## src/rtl/bulls_cows_solver.sv

```systemverilog
// Bulls & Cows code-breaker: issues the lowest 4-digit BCD code consistent with
// every scored guess so far, one candidate skip or history compare per cycle.
module bulls_cows_solver #(
    parameter int unsigned MAX_GUESSES = 10
) (
    input  logic        clock,
    input  logic        reset,
    input  logic        start,
    input  logic        score_valid,
    input  logic [3:0]  bulls,
    input  logic [3:0]  cows,
    output logic [15:0] guess,
    output logic        confirm,
    output logic        busy,
    output logic        solved,
    output logic        fail,
    output logic [3:0]  guess_count
);

    localparam int unsigned CODE_W = 16;
    localparam int unsigned CNT_W  = 4;
    localparam int unsigned DIG_W  = 4;
    localparam logic [CODE_W-1:0] FIRST_CODE = 16'h0123;
    localparam logic [CODE_W-1:0] LAST_CODE  = 16'h9876;

    typedef enum logic [2:0] {
        S_IDLE, S_SEARCH, S_ISSUE, S_WAIT, S_DONE, S_FAIL
    } state_t;

    state_t             state_q, state_d;
    logic [CODE_W-1:0]  cand_q, cand_d;
    logic [CODE_W-1:0]  guess_q, guess_d;
    logic [CNT_W-1:0]   idx_q, idx_d;
    logic [CNT_W-1:0]   hist_count_q, hist_count_d;
    logic               confirm_q, confirm_d;
    logic               busy_q, busy_d;
    logic               solved_q, solved_d;
    logic               fail_q, fail_d;

    logic [CODE_W-1:0]  hist_guess_q [MAX_GUESSES];
    logic [CODE_W-1:0]  hist_guess_d [MAX_GUESSES];
    logic [CNT_W-1:0]   hist_bulls_q [MAX_GUESSES];
    logic [CNT_W-1:0]   hist_bulls_d [MAX_GUESSES];
    logic [CNT_W-1:0]   hist_cows_q  [MAX_GUESSES];
    logic [CNT_W-1:0]   hist_cows_d  [MAX_GUESSES];

    logic [CODE_W-1:0]  sel_guess;
    logic [CNT_W-1:0]   sel_bulls, sel_cows;
    logic [CNT_W-1:0]   cand_bulls, cand_cows;
    logic               cand_ok, cand_match, inc_req;

    function automatic logic [CODE_W-1:0] bcd_inc(input logic [CODE_W-1:0] v);
        logic [CODE_W-1:0] r;
        logic              carry;
        r     = v;
        carry = 1'b1;
        for (int unsigned i = 0; i < 4; i++) begin
            if (carry) begin
                if (v[DIG_W*i +: DIG_W] == 4'd9) begin
                    r[DIG_W*i +: DIG_W] = 4'd0;
                end else begin
                    r[DIG_W*i +: DIG_W] = v[DIG_W*i +: DIG_W] + 4'd1;
                    carry = 1'b0;
                end
            end
        end
        return r;
    endfunction

    // History entry addressed by idx
    always_comb begin
        sel_guess = '0;
        sel_bulls = '0;
        sel_cows  = '0;
        for (int unsigned i = 0; i < MAX_GUESSES; i++) begin
            if (CNT_W'(i) == idx_q) begin
                sel_guess = hist_guess_q[i];
                sel_bulls = hist_bulls_q[i];
                sel_cows  = hist_cows_q[i];
            end
        end
    end

    // Candidate legality and its score against the selected history entry
    always_comb begin
        cand_ok    = 1'b1;
        cand_bulls = '0;
        cand_cows  = '0;
        for (int unsigned i = 0; i < 4; i++) begin
            if (cand_q[DIG_W*i +: DIG_W] > 4'd9) cand_ok = 1'b0;
            for (int unsigned j = 0; j < 4; j++) begin
                if (j > i && cand_q[DIG_W*i +: DIG_W] == cand_q[DIG_W*j +: DIG_W]) cand_ok = 1'b0;
                if (cand_q[DIG_W*i +: DIG_W] == sel_guess[DIG_W*j +: DIG_W]) begin
                    if (i == j) cand_bulls = cand_bulls + 4'd1;
                    else        cand_cows  = cand_cows + 4'd1;
                end
            end
        end
        cand_match = (cand_bulls == sel_bulls) && (cand_cows == sel_cows);
    end

    // Next-state and registered-output logic
    always_comb begin
        state_d      = state_q;
        cand_d       = cand_q;
        guess_d      = guess_q;
        idx_d        = idx_q;
        hist_count_d = hist_count_q;
        hist_guess_d = hist_guess_q;
        hist_bulls_d = hist_bulls_q;
        hist_cows_d  = hist_cows_q;
        inc_req      = 1'b0;

        case (state_q)
            S_IDLE, S_DONE, S_FAIL: begin
                if (start) begin
                    hist_count_d = '0;
                    cand_d       = FIRST_CODE;
                    idx_d        = '0;
                    state_d      = S_SEARCH;
                end
            end
            S_SEARCH: begin
                if (!cand_ok) begin
                    inc_req = 1'b1;
                end else if (idx_q == hist_count_q) begin
                    guess_d = cand_q;
                    state_d = S_ISSUE;
                end else if (cand_match) begin
                    idx_d = idx_q + 4'd1;
                end else begin
                    inc_req = 1'b1;
                end
            end
            S_ISSUE: begin
                state_d = S_WAIT;
            end
            S_WAIT: begin
                if (score_valid) begin
                    for (int unsigned i = 0; i < MAX_GUESSES; i++) begin
                        if (CNT_W'(i) == hist_count_q) begin
                            hist_guess_d[i] = guess_q;
                            hist_bulls_d[i] = bulls;
                            hist_cows_d[i]  = cows;
                        end
                    end
                    hist_count_d = hist_count_q + 4'd1;
                    if (bulls == 4'd4) begin
                        state_d = S_DONE;
                    end else if (hist_count_d == CNT_W'(MAX_GUESSES)) begin
                        state_d = S_FAIL;
                    end else begin
                        state_d = S_SEARCH;
                        inc_req = 1'b1;
                    end
                end
            end
            default: state_d = S_IDLE;
        endcase

        // Stepping past the highest legal code means the history is unsatisfiable
        if (inc_req) begin
            if (cand_q >= LAST_CODE) begin
                state_d = S_FAIL;
            end else begin
                cand_d = bcd_inc(cand_q);
                idx_d  = '0;
            end
        end

        confirm_d = (state_d == S_ISSUE);
        busy_d    = (state_d == S_SEARCH) || (state_d == S_ISSUE) || (state_d == S_WAIT);
        solved_d  = (state_d == S_DONE);
        fail_d    = (state_d == S_FAIL);
    end

    always_ff @(posedge clock or posedge reset) begin
        if (reset) begin
            state_q      <= S_IDLE;
            cand_q       <= FIRST_CODE;
            guess_q      <= '0;
            idx_q        <= '0;
            hist_count_q <= '0;
            confirm_q    <= 1'b0;
            busy_q       <= 1'b0;
            solved_q     <= 1'b0;
            fail_q       <= 1'b0;
            for (int unsigned i = 0; i < MAX_GUESSES; i++) begin
                hist_guess_q[i] <= '0;
                hist_bulls_q[i] <= '0;
                hist_cows_q[i]  <= '0;
            end
        end else begin
            state_q      <= state_d;
            cand_q       <= cand_d;
            guess_q      <= guess_d;
            idx_q        <= idx_d;
            hist_count_q <= hist_count_d;
            confirm_q    <= confirm_d;
            busy_q       <= busy_d;
            solved_q     <= solved_d;
            fail_q       <= fail_d;
            hist_guess_q <= hist_guess_d;
            hist_bulls_q <= hist_bulls_d;
            hist_cows_q  <= hist_cows_d;
        end
    end

    assign guess       = guess_q;
    assign confirm     = confirm_q;
    assign busy        = busy_q;
    assign solved      = solved_q;
    assign fail        = fail_q;
    assign guess_count = hist_count_q;

endmodule

```

## config.mk

```make
export PLATFORM = sky130hd
export DESIGN_NAME = bulls_cows_solver
export DESIGN_NICKNAME = d
export VERILOG_FILES = /design/src/rtl/bulls_cows_solver.sv
export SDC_FILE = /design/constraint.sdc
export NUM_CORES = 1
export LEC_CHECK = 0
export ABC_AREA = 1
export CAP_MARGIN = 20
export CORE_MARGIN = 2
export CORE_UTILIZATION = 48
export CTS_BUF_LIST = sky130_fd_sc_hd__clkbuf_8
export DETAILED_ROUTE_END_ITERATION = 10
export GPL_TIMING_DRIVEN = 0
export SYNTH_ARGS = -nofsm -noshare
export SYNTH_HDL_FRONTEND = slang
export SYNTH_SLANG_ARGS = --single-unit
```

## constraint.sdc

```tcl
create_clock -name clock -period 22.7 [get_ports clock]
set_input_delay 2.27 -clock clock [delete_from_list [all_inputs] [get_ports clock]]
set_output_delay 2.27 -clock clock [all_outputs]
set_load 0.01 [all_outputs]
```

* After elaboration in Yosys (flattened, before gate mapping)
Cells that the tools add are included.
Cells by class: order comparisons 5, mux-type cells 104, eq/ne operators 64, $add $sub $neg 20, reduce and logical (&&, ||, !) cells 20
Operator list (count):
- $mux W16 | 14
- $mux W4 | 49
- $eq A4 B4 Y1 | 25
- $add A4 B1 Y4 const B | 20
- $reduce_and A3 Y1 | 12
- $eq A3 B4 Y1 const A | 8
- $mux W1 | 29
- $mux W3 | 8
- $eq A4 B4 Y1 const B | 5
- $eq A2 B4 Y1 const A | 4
- $eq A4 B4 Y1 const A | 4
- $ge A16 B16 Y1 const B | 1
- $gt A4 B4 Y1 const B | 4
- $pmux W4 S2 | 2
- $eq A3 B2 Y1 const B | 4
- $eq A3 B3 Y1 const B | 4
- $pmux W3 S4 | 1
- $ne A3 B1 Y1 const B | 3
- $eq A1 B4 Y1 const A | 2
- $logic_not A4 Y1 | 2
- $eq A3 B1 Y1 const B | 2
- $eq A4 B3 Y1 const B | 1
- $ne A2 B2 Y1 const B | 2
- $logic_not A3 Y1 | 1
- 5 further kinds | 6
Word-level totals: word-level logic and storage cells 255, register bits 287, input port bits 12, output and inout bits 24

* Depth between registers and ports, before layout
Gate-level depths: netlist of the first run.
depth in word-level cells 51, gate-level depth with buffers 69, depth with buffers taken out 68

* Worst setup path after synthesis of the first run
Ideal clock, no wire load.
path kind reg-to-reg, start point register idx_q[0], end point register cand_q[9], data required time 22.584 ns, period minus slack after synthesis 9.078 ns, data arrival time 8.962 ns, path slack 13.622 ns, stages on the path, launching flop included 66, buffers on the path 3, library setup time 0.116 ns, cell sequence dfrtp_1 -> inv_1 -> ha_1 -> nand2_4 -> buf_2 -> clkbuf_1 -> o221ai_1 -> o221ai_1 -> nand2_1 -> o211ai_1 -> nand3_1 -> nand3b_1 -> nand2_1 -> xor2_1 -> nor4_1 -> ha_1 -> inv_1 -> nand2_2 -> [30 not listed] -> or2_2 -> nand2_1 -> inv_1 -> ha_1 -> nand2_1 -> xnor2_1 -> nand3b_1 -> a21oi_1 -> nand3_1 -> nor2_1 -> nand2_2 -> nand2_4 -> nand2_8 -> buf_6 -> nand2_1 -> o21ai_2 -> nand2_1 -> nand2_1
On the way: cells in the longest elaborated chain, start to end 42, elaborated cells between the ends (all ways) 96, classes of those cells add/sub (14); eq/ne (29); mux (51); reduce/logical (2)
Ends and longest elaborated chain:
- from (decl) | line 33 | logic [CNT_W-1:0] idx_q, idx_d;
- from (signal assigned) | line 197 | idx_q <= idx_d;
- $logic_not A4 Y1 | line 76 | if (CNT_W'(i) == idx_q) begin
- $mux W16 (10 in a row) | line 76
- $eq A4 B4 Y1 | line 93 | if (cand_q[DIG_W*i +: DIG_W] == sel_guess[DIG_W*j +: DIG_W]) begin
- $mux W1 | line 93
- $add A4 B1 Y4 | line 95 | else cand_cows = cand_cows + 4'd1;
- $mux W4 | line 93
- $add A4 B1 Y4 | line 95
- $mux W4 | line 93
- [17 not listed]
- $mux W4 | line 93
- $eq A4 B4 Y1 | line 99 | cand_match = (cand_bulls == sel_bulls) && (cand_cows == sel_cows);
- $logic_and A1 B1 Y1 | line 99
- $mux W1 | line 129 | end else if (cand_match) begin
- $mux W1 * | line 126 | end else if (idx_q == hist_count_q) begin
- $mux W1 * | line 124 | if (!cand_ok) begin
- $pmux W1 S2 * | line 114 | case (state_q)
- $ne A3 B1 Y1 (no line) / $mux W16 (equally long branches)
- to (signal assigned) | line 195 | cand_q <= cand_d;
- to (decl) | line 31 | logic [CODE_W-1:0] cand_q, cand_d;
Every way passes the cells marked *; elsewhere a longest branch is shown, timed or not. A chain may end at the register's enable or synchronous reset.

* Worst setup path after layout of the first run
start point register idx_q[0], end point register cand_q[4]
Same word-level chain as after synthesis.

==> flow_summary.toml, run 1 <==
[clock_network]
cts_buffers = 52
ctsResizeCount = 0
hold_buffers = 0
h-tree-depth = 2
cts_buffer_depth = 3
cts_tree = "built"
post-cts-setup-buffers = 0
cts.sinks = 287
clk_latency_ps = 660
cts_root_buffer = "clkbuf_8"
path_clk_slew_ps = 60

[synth]
async_reset_ff_frac = 1.00
yosys_warnings = 0
syn_avg_cell_area_um2 = 7.61
synth-seq-cells = 287
syn_area_mm2 = 0.0168
synth.yosys.seq_area_share = 0.427
synth_cell_types = 55
synth_edf_count = 0
syn_nets = 2248
synth-main-ff-cell = "dfrtp_1"
syn_inst = 2213

[grt]
grt_first_pass_wirelength_um = 85000
grt_start_max_net_pins = 121
grt_usage = 0.309
antenna_found_initial = 0
first_global_vias = 14500
gr-total-overflow = 0

[critical_path]
cp_max_fo = 10
slowest_stage = "clkbuf_1"
path_class = "reg2reg"
crit_top_cell = "nand2_1"
cp.required_ps = 23260
cpPeakStageDelay_ps = 470
cp_top_family = "simple AND/OR/NAND/NOR gates"
cp_data_arrival_time_ps = 11740
cp-end-kind = "flop"
cp-start-kind = "flop"
crit_buf_inv = 12

[pwr]
p_sw_frac = 0.471
p_int_mw = 1.33
peakVddDrop_v = 0.0000899
power_leakage_nw = 9.39
p_sw_mw = 1.19
total_power_mw = 2.52
seq_power_share = 0.292
power_frac_comb = 0.510
clkPwrFrac = 0.198
p_per_area_mw_per_mm2 = 134

[cells_and_area]
nNetsFinal = 2336
fill_cells = 3402
syn_to_final_growth_pct = 12.0
final_cell_mix = "546 x nand2_1, 299 x inv_1, 283 x dfrtp_1"
antenna_cells = 0
final_common_cell = "nand2_1"
layout-drive-gt1-share = 0.114

[sta]
whs_ps = 501
rsz0062_at_grt = "false"
worst_pin_slew_ps = 1120
period_needed_ps = 11180
setup_viol = 0
tns_ps = 0
skew_ps = 35.9
hold_viol = 0
report.final.slew_viol_count = 0
timing.fmax_mhz = 89.4
slew_headroom = 0.247
finalCritPeriodShare = 0.493

[route]
wirelength_um = 54700
drtAntennaViolNets = 0
vias_per_cell = 5.44
drc_errors = 0
via_count = 15200
routedWlPerCell_um = 19.6
drt_iter0_markers = 1127
first_pass_iters = 6

[min_path]
hold_class = "reg2reg"

[die]
core_area_mm2 = 0.0345
die_area_mm2 = 0.0366
die_y_um = 191
start_util = 0.488
ioPinCount = 36
die_x_um = 191
rows = 68

[flow_run]
cap_violations = 0

[place]
dp.final_hpwl_um = 40300
place_congestion = 0.912
io_buffer_count = 31

[status]
status = "complete, no violations"
==> cells in the mapped netlist (3+ instances only) <==
| cell | instances | area share |
|---|---|---|
| nand3b_1 | 11 | 0.0049 |
| nand2_1 | 546 | 0.12 |
| o21ai_1 | 29 | 0.0086 |
| nand2_2 | 32 | 0.012 |
| mux2_2 | 36 | 0.024 |
| nor4_1 | 5 | 0.0019 |
| buf_6 | 8 | 0.0053 |
| xor2_1 | 63 | 0.033 |
| nor3_1 | 9 | 0.0027 |
| nand3_2 | 18 | 0.011 |
| buf_2 | 14 | 0.0042 |
| o2111ai_1 | 3 | 0.0016 |
| o21ai_0 | 225 | 0.067 |
| dfstp_2 | 4 | 0.0062 |
| nand3_1 | 127 | 0.038 |
| nor2_1 | 124 | 0.028 |
| xnor2_1 | 13 | 0.0068 |
| o22ai_1 | 7 | 0.0026 |
| o221ai_1 | 21 | 0.011 |
| buf_1 | 13 | 0.0029 |
| nor2_4 | 5 | 0.0033 |
| nand2_4 | 6 | 0.0040 |
| dfrtp_1 | 283 | 0.42 |
| clkinv_1 | 8 | 0.0018 |
| o211ai_1 | 29 | 0.013 |
| inv_1 | 282 | 0.063 |
| nor2_2 | 3 | 0.0011 |
| o21ai_2 | 9 | 0.0047 |
| or2_2 | 4 | 0.0015 |
| a21oi_1 | 87 | 0.026 |
| nor2_8 | 3 | 0.0036 |
| ha_1 | 23 | 0.017 |
| inv_2 | 32 | 0.0071 |
| clkbuf_1 | 83 | 0.019 |
| nand4_1 | 20 | 0.0074 |
==> power by group through the flow <==
| stage | Clock (mW) | Combinational, mW | Sequential [mW] |
|---|---|---|---|
| after floorplan | 0 | 0.909 | 0.717 |
| after global placement | 0 | 1.23 | 0.741 |
| after detailed placement | 0 | 1.27 | 0.743 |
| after CTS | 0.506 | 1.27 | 0.735 |
| after global routing | 0.528 | 1.44 | 0.750 |
| final | 0.499 | 1.29 | 0.737 |
==> cell families (layout without fill, tap and decap cells) <==
logic type | Yosys count | after routing | share of synthesized area
adders and majority gates | 23 | 23 | 0.0171
AOI/OAI and AO/OA | 422 | 422 | 0.140
buffers and inverters | 445 | 574 | 0.105
xor gates and xnor gates | 76 | 76 | 0.0395
and+or+nand+nor | 923 | 923 | 0.247
muxes | 37 | 37 | 0.0247
DFF | 287 | 287 | 0.427
==> state kept, by name, indices dropped and copies added (netlist names) <==
name          flops
hist_guess_q    160
cand_q           16
guess            16
solved            1
guess_count       4
hist_cows_q      40
confirm           1
hist_bulls_q     40
busy              1
idx_q             4
state_q           3
fail              1
==> layer usage <==
metal | global-route usage | up-vias | wire, um
met5 | 0.00687 | - | 27
met2 | 0.456 | 524 | 23600
met1 | 0.449 | 7342 | 25300
met3 | 0.0617 | 94 | 4220
met4 | 0.107 | 2 | 1650
li1 | - | 7262 | -
==> stage by stage <==
stage | cell area, um^2 | utilization | cells | worst slack (ps)
after CTS | 18800 | 0.545 | 2796 | 11530
after global routing | 18900 | 0.546 | 2797 | 10680
after detailed placement | 17800 | 0.515 | 2701 | 11620
final | 18900 | 0.546 | 2797 | 11520
after global placement | 17700 | 0.513 | 2699 | 8500
after floorplan | 16800 | - | 2213 | 12520
==> area by class of cell <==
type	instances	area, um^2	area share
buffer	122	556	0.0295
clock buffer	67	922	0.0489
clock inverter	28	139	0.00737
inverter	323	1220	0.0648
multi-input combinational	1481	7880	0.418
sequential	287	7190	0.381
tap	455	569	0.0302
timing repair buffer	34	379	0.0201
==> final timing paths <==
| check | from | to | slack (ps) | cells after the start |
|---|---|---|---|---|
| min in group asynchronous | reset | hist_bulls_q[10] | 2040 | 2 |
| max in group asynchronous | reset | busy | 19630 | 3 |
| setup / recovery | idx_q[0] | cand_q[4] | 11520 | 63 |
| setup reg to reg | idx_q[0] | cand_q[4] | 11520 | 63 |
| hold / removal | hist_bulls_q[14] | hist_bulls_q[14] | 500 | 1 |
| hold reg to reg | hist_bulls_q[14] | hist_bulls_q[14] | 500 | 1 |
Note: power is estimated with default switching activity, not from simulation.
==> inputs of run 2 (changes only) <==
--- a/config.mk
+++ b/config.mk
@@ -12,6 +12,7 @@
 export CTS_BUF_LIST = sky130_fd_sc_hd__clkbuf_8
 export DETAILED_ROUTE_END_ITERATION = 10
 export GPL_TIMING_DRIVEN = 0
+export PLACE_DENSITY = 0.67
 export SYNTH_ARGS = -nofsm -noshare
 export SYNTH_HDL_FRONTEND = slang
 export SYNTH_SLANG_ARGS = --single-unit
==> constraint.sdc (replaced) <==
create_clock -name clock -period 9.11 [get_ports clock]
set_input_delay 0.911 -clock clock [delete_from_list [all_inputs] [get_ports clock]]
set_output_delay 0.911 -clock clock [all_outputs]
set_load 0.01 [all_outputs]
==> run 2 against run 1 <==
  * Setup slack got worse by 11000 ps
  * Sequential power increased by 150%
  * Non-clock buffer count increased by 95
  * Fmax increased by 23%
  * Design area increased by 7.9%
  * Largest cell class unchanged
  * First-iteration DRC count increased by 47%
  * Sequential share of layout area decreased by 2.8 points
  * Combinational power increased to 3.5 times the previous value
  * Flip-flop and latch count unchanged
  * Die area unchanged
  * Wire length increased by 1.7%
==> flow_summary.toml, run 2 (synthesis results as in run 1) <==
[cells_and_area]
final_area_mm2 = 0.0204
antenna_cells = 0
syn_to_final_growth_pct = 20.8
layout-drive-gt1-share = 0.196
largest_reg_flops = 160
largest_register = "hist_guess_q"
final_cell_mix = "502 x nand2_1, 285 x inv_1, 280 x dfrtp_1"
reg.largest.list = "hist_guess_q x160, hist_bulls_q x40, hist_cows_q x40"
nNetsFinal = 2428
final_common_cell = "nand2_1"
fill_cells = 3160

[die]
rows = 68
die_x_um = 191
core_area_mm2 = 0.0345
die_y_um = 191
ioPinCount = 36
die_area_mm2 = 0.0366
start_util = 0.488

[sta]
report.final.slew_viol_count = 0
rsz0062_at_grt = "true"
timing.fmax_mhz = 110
tns_ps = 0
finalCritPeriodShare = 0.997
setup_viol = 0
skew_ps = 48.3
period_needed_ps = 9080
fin_ws_ps = 28.7
worst_pin_slew_ps = 1040
slew_headroom = 0.305
hold_viol = 0

[clock_network]
cts.sinks = 287
h-tree-depth = 2
cts_buffers = 49
path_clk_slew_ps = 70
cts_tree = "built"
clk_latency_ps = 610
cts_buffer_depth = 3
hold_buffers = 0
cts_root_buffer = "clkbuf_8"

[grt]
grt_usage = 0.303
grt_start_max_net_pins = 119
grt_first_pass_wirelength_um = 85500
antenna_found_initial = 0
first_global_vias = 15200
gr-total-overflow = 0

[place]
placed_cell_area_mm2 = 0.0178
place_congestion = 0.909
dp.final_hpwl_um = 39100
io_buffer_count = 31
pre_cts_ws_ps = -2110

[route]
drc_errors = 0
first_pass_iters = 6
routedWlPerCell_um = 19.3
via_count = 16000
drt_iter0_markers = 1653
wirelength_um = 55700
vias_per_cell = 5.55
drtAntennaViolNets = 0

[pwr]
total_power_mw = 7.54
power_leakage_nw = 10.0
peakVddDrop_v = 0.000408
p_per_area_mw_per_mm2 = 371

[critical_path]
slowest_stage = "dfrtp_1"
cp_max_fo = 10
path_class = "reg2reg"
cp-start-kind = "flop"
cp_data_arrival_time_ps = 9590
cp-end-kind = "flop"
crit_buf_inv = 20
cp.required_ps = 9620
cpPeakStageDelay_ps = 440
cp_top_family = "simple AND/OR/NAND/NOR gates"

[flow_run]
cap_violations = 0

[status]
status = "complete, no violations"

[min_path]
hold_class = "reg2reg"
==> run 2: changes by cell type in the layout (fill, tap and decap cells not counted), moves of 10 or more <==
cell     change
ha_4        +14
nand2_2     +27
nand2_4     +17
inv_1       -14
ha_1        -15
nand3_1     -10
nand2_1     -44
buf_4       +88
==> run 2: area by class of cell <==
type	instances	area [um^2]	share of cell area
Clock inverter	24	118	0.00578
Buffer	120	641	0.0315
Sequential cell	287	7190	0.353
Multi-Input combinational cell	1481	8550	0.420
Tap cell	455	569	0.0280
Timing Repair Buffer	131	1170	0.0576
Clock buffer	63	867	0.0426
Inverter	323	1240	0.0609
==> run 2: through the flow <==
stage,hold slack [ps],cells,util
after CTS,504,2865,0.576
after global routing,518,2884,0.589
after global placement,484,2699,0.513
after floorplan,475,2213,-
after detailed placement,490,2702,0.515
final,501,2884,0.589
==> run 2: layer usage <==
layer	routed length, um	vias up	GRT usage
met4	1980	0	0.104
met3	4460	117	0.0393
li1	-	7428	-
met2	25300	701	0.475
met5	0	-	0
met1	23900	7756	0.433
==> run 2: power by group <==
part | internal (mW) | switching (mW)
clock network | 0.621 | 0.554
logic | 1.84 | 2.69
registers | 1.62 | 0.215
==> run 2: timing repair <==
item / in CTS / in global routing
setup endpoints to repair: 24 / 24
gates resized for setup: 127 / 78
cloned: 1 / 0
endpoints found under the hold margin: 0 / 0
setup buffers: 78 / 23
pin swaps: 61 / 66
==> run 2: final timing paths <==
check                                     start               to  slack, ps  cells after the start
max in group asynchronous                 reset         idx_q[1]       6870                      4
worst max-delay path                   idx_q[2]       cand_q[10]         30                     70
worst max register to register         idx_q[2]       cand_q[10]         30                     70
worst min register to register  hist_cows_q[12]  hist_cows_q[12]        500                      1
worst min-delay path            hist_cows_q[12]  hist_cows_q[12]        500                      1
min in group asynchronous                 reset   hist_cows_q[4]        810                      2
==> inputs of run 3 (changes only) <==
--- a/config.mk
+++ b/config.mk
@@ -11,6 +11,7 @@
 export CORE_UTILIZATION = 48
 export CTS_BUF_LIST = sky130_fd_sc_hd__clkbuf_8
 export DETAILED_ROUTE_END_ITERATION = 10
+export GPL_ROUTABILITY_DRIVEN = 0
 export GPL_TIMING_DRIVEN = 0
 export PLACE_DENSITY = 0.67
 export SYNTH_ARGS = -nofsm -noshare
==> run 3 against run 2 <==
  * The run now ends with setup timing left
  * Register-to-register slack worse by 80 ps
  * Fmax down 0.85%
  * Flip-flop and latch count unchanged
  * Wire length about the same
  * Largest cell class unchanged
  * Non-clock buffer count down 9
  * Sequential power about the same
  * Critical path type unchanged
  * Clock power about the same
  * Clock skew down 13 ps
==> flow_summary.toml, run 3 (synthesis results as in run 1) <==
[critical_path]
cp-start-kind = "flop"
reg2reg_to = "cand_q[13]"
slowest_stage = "dfrtp_2"
rrSetupSlack_ps = -50
cp.required_ps = 9590
cpPeakStageDelay_ps = 480
r2r_start = "idx_q[0]"
crit_top_cell = "nand2_4"
reg2reg_depth = 70
cp-end-kind = "flop"
path_class = "reg2reg"
cp_max_fo = 6
cp_data_arrival_time_ps = 9640

[die]
die_x_um = 191
ioPinCount = 36
die_area_mm2 = 0.0366
core_area_mm2 = 0.0345
rows = 68
die_y_um = 191
start_util = 0.488

[status]
violations = "setup timing"
status = "complete, but fails checks"

[route]
drt_iter0_markers = 1688
drc_errors = 0
wirelength_um = 55700
first_pass_iters = 5
drtAntennaViolNets = 0
via_count = 16100
routedWlPerCell_um = 19.4
vias_per_cell = 5.59

[flow_run]
cap_violations = 0

[grt]
first_global_vias = 15600
grt_usage = 0.306
grt_start_max_net_pins = 112
gr-total-overflow = 0
grt_first_pass_wirelength_um = 86400
antenna_found_initial = 0

[sta]
timing.fmax_mhz = 109
skew_ps = 35.4
hold_viol = 0
setup_viol = 18
period_needed_ps = 9160
rsz0062_at_grt = "true"
slew_headroom = 0.230
finalCritPeriodShare = 1.01
report.final.slew_viol_count = 0
tns_ps = -542
worst_pin_slew_ps = 1150
fin_ws_ps = -49.5

[pwr]
power_leakage_nw = 10.0
p_per_area_mw_per_mm2 = 368
peakVddDrop_v = 0.000320
total_power_mw = 7.50

[clock_network]
path_clk_slew_ps = 60
cts_root_buffer = "clkbuf_8"
cts_buffer_depth = 3
cts_buffers = 48
clk_latency_ps = 630
cts.sinks = 287
cts_tree = "built"
h-tree-depth = 2

[cells_and_area]
nNetsFinal = 2418
final_cell_mix = "494 x nand2_1, 286 x inv_1, 279 x dfrtp_1"
postLayoutCoreUtil = 0.590
layout-drive-gt1-share = 0.198
fill_cells = 3096
antenna_cells = 0
reg.largest.list = "hist_guess_q x160, hist_bulls_q x40, hist_cows_q x40"
largest_reg_flops = 160
syn_to_final_growth_pct = 21.0
largest_register = "hist_guess_q"
final_common_cell = "nand2_1"

[min_path]
hold_class = "reg2reg"
whs_path_depth = 1
holdCritStartpoint = "hist_cows_q[3]"
holdPathEnd = "hist_cows_q[3]"

[place]
dp.final_hpwl_um = 38400
io_buffer_count = 31
==> run 3: what timing repair did <==
action / 4_1_cts / 5_1_grt
gates cloned: 1 / 0
setup buffers: 77 / 20
hold buffers: 0 / 0
pin swaps: 66 / 68
setup endpoints to repair: 24 / 24
resized for setup: 124 / 111
==> run 3: how the worst max path moves through the flow <==
stage	from	endpoint	slack [ps]
detailed placement	idx_q[0]	cand_q[4]	-1930
global placement	reset	cand_q[14]	-3430
CTS	idx_q[0]	cand_q[7]	20
floorplan	idx_q[0]	cand_q[9]	30
finish	idx_q[0]	cand_q[13]	-50
global route	idx_q[0]	cand_q[8]	-430
==> run 3: stage by stage <==
| stage | cell area (um^2) | setup WS (ps) | hold slack (ps) | std cells |
|---|---|---|---|---|
| finish | 20400 | -49.5 | 501 | 2875 |
| global route | 20400 | -427 | 517 | 2875 |
| CTS | 19800 | 18.8 | 504 | 2863 |
| detailed placement | 17800 | -1930 | 491 | 2701 |
| global placement | 17700 | -3430 | 484 | 2699 |
| floorplan | 16800 | 31.8 | 475 | 2213 |
==> run 3: area by class of cell <==
| cell class | instances | area, um^2 | share of cell area |
|---|---|---|---|
| sequential | 287 | 7190 | 0.353 |
| buffer | 120 | 628 | 0.0308 |
| clock inverter | 29 | 178 | 0.00872 |
| tap | 455 | 569 | 0.0279 |
| inverter | 323 | 1250 | 0.0615 |
| timing repair buffer | 122 | 1100 | 0.0538 |
| clock buffer | 58 | 798 | 0.0392 |
| multi-input combinational | 1481 | 8670 | 0.425 |
==> run 3: metal layers <==
layer / track usage / wire length [um] / vias up
met5: 0 / 0 / -
met4: 0.128 / 2340 / 0
met3: 0.0408 / 4500 / 145
met2: 0.472 / 25100 / 728
met1: 0.433 / 23800 / 7776
li1: - / - / 7430
==> run 3: critical path, delay by kind of cell, from the launching register on <==
kind                       cells  cell delay (ps)
and+or+nand+nor               35             3890
adders and majority gates     11             2290
buffers and inverters         16             1360
AOI/OAI and AO/OA              6              730
DFF                            1              480
xor gates and xnor gates       2              230
==> run 3: power breakdown <==
group	switching (mW)	leakage (nW)	total [mW]	internal (mW)
Combinational	2.72	6.19	4.49	1.77
Sequential	0.226	3.26	1.85	1.62
Clock	0.552	0.567	1.16	0.610
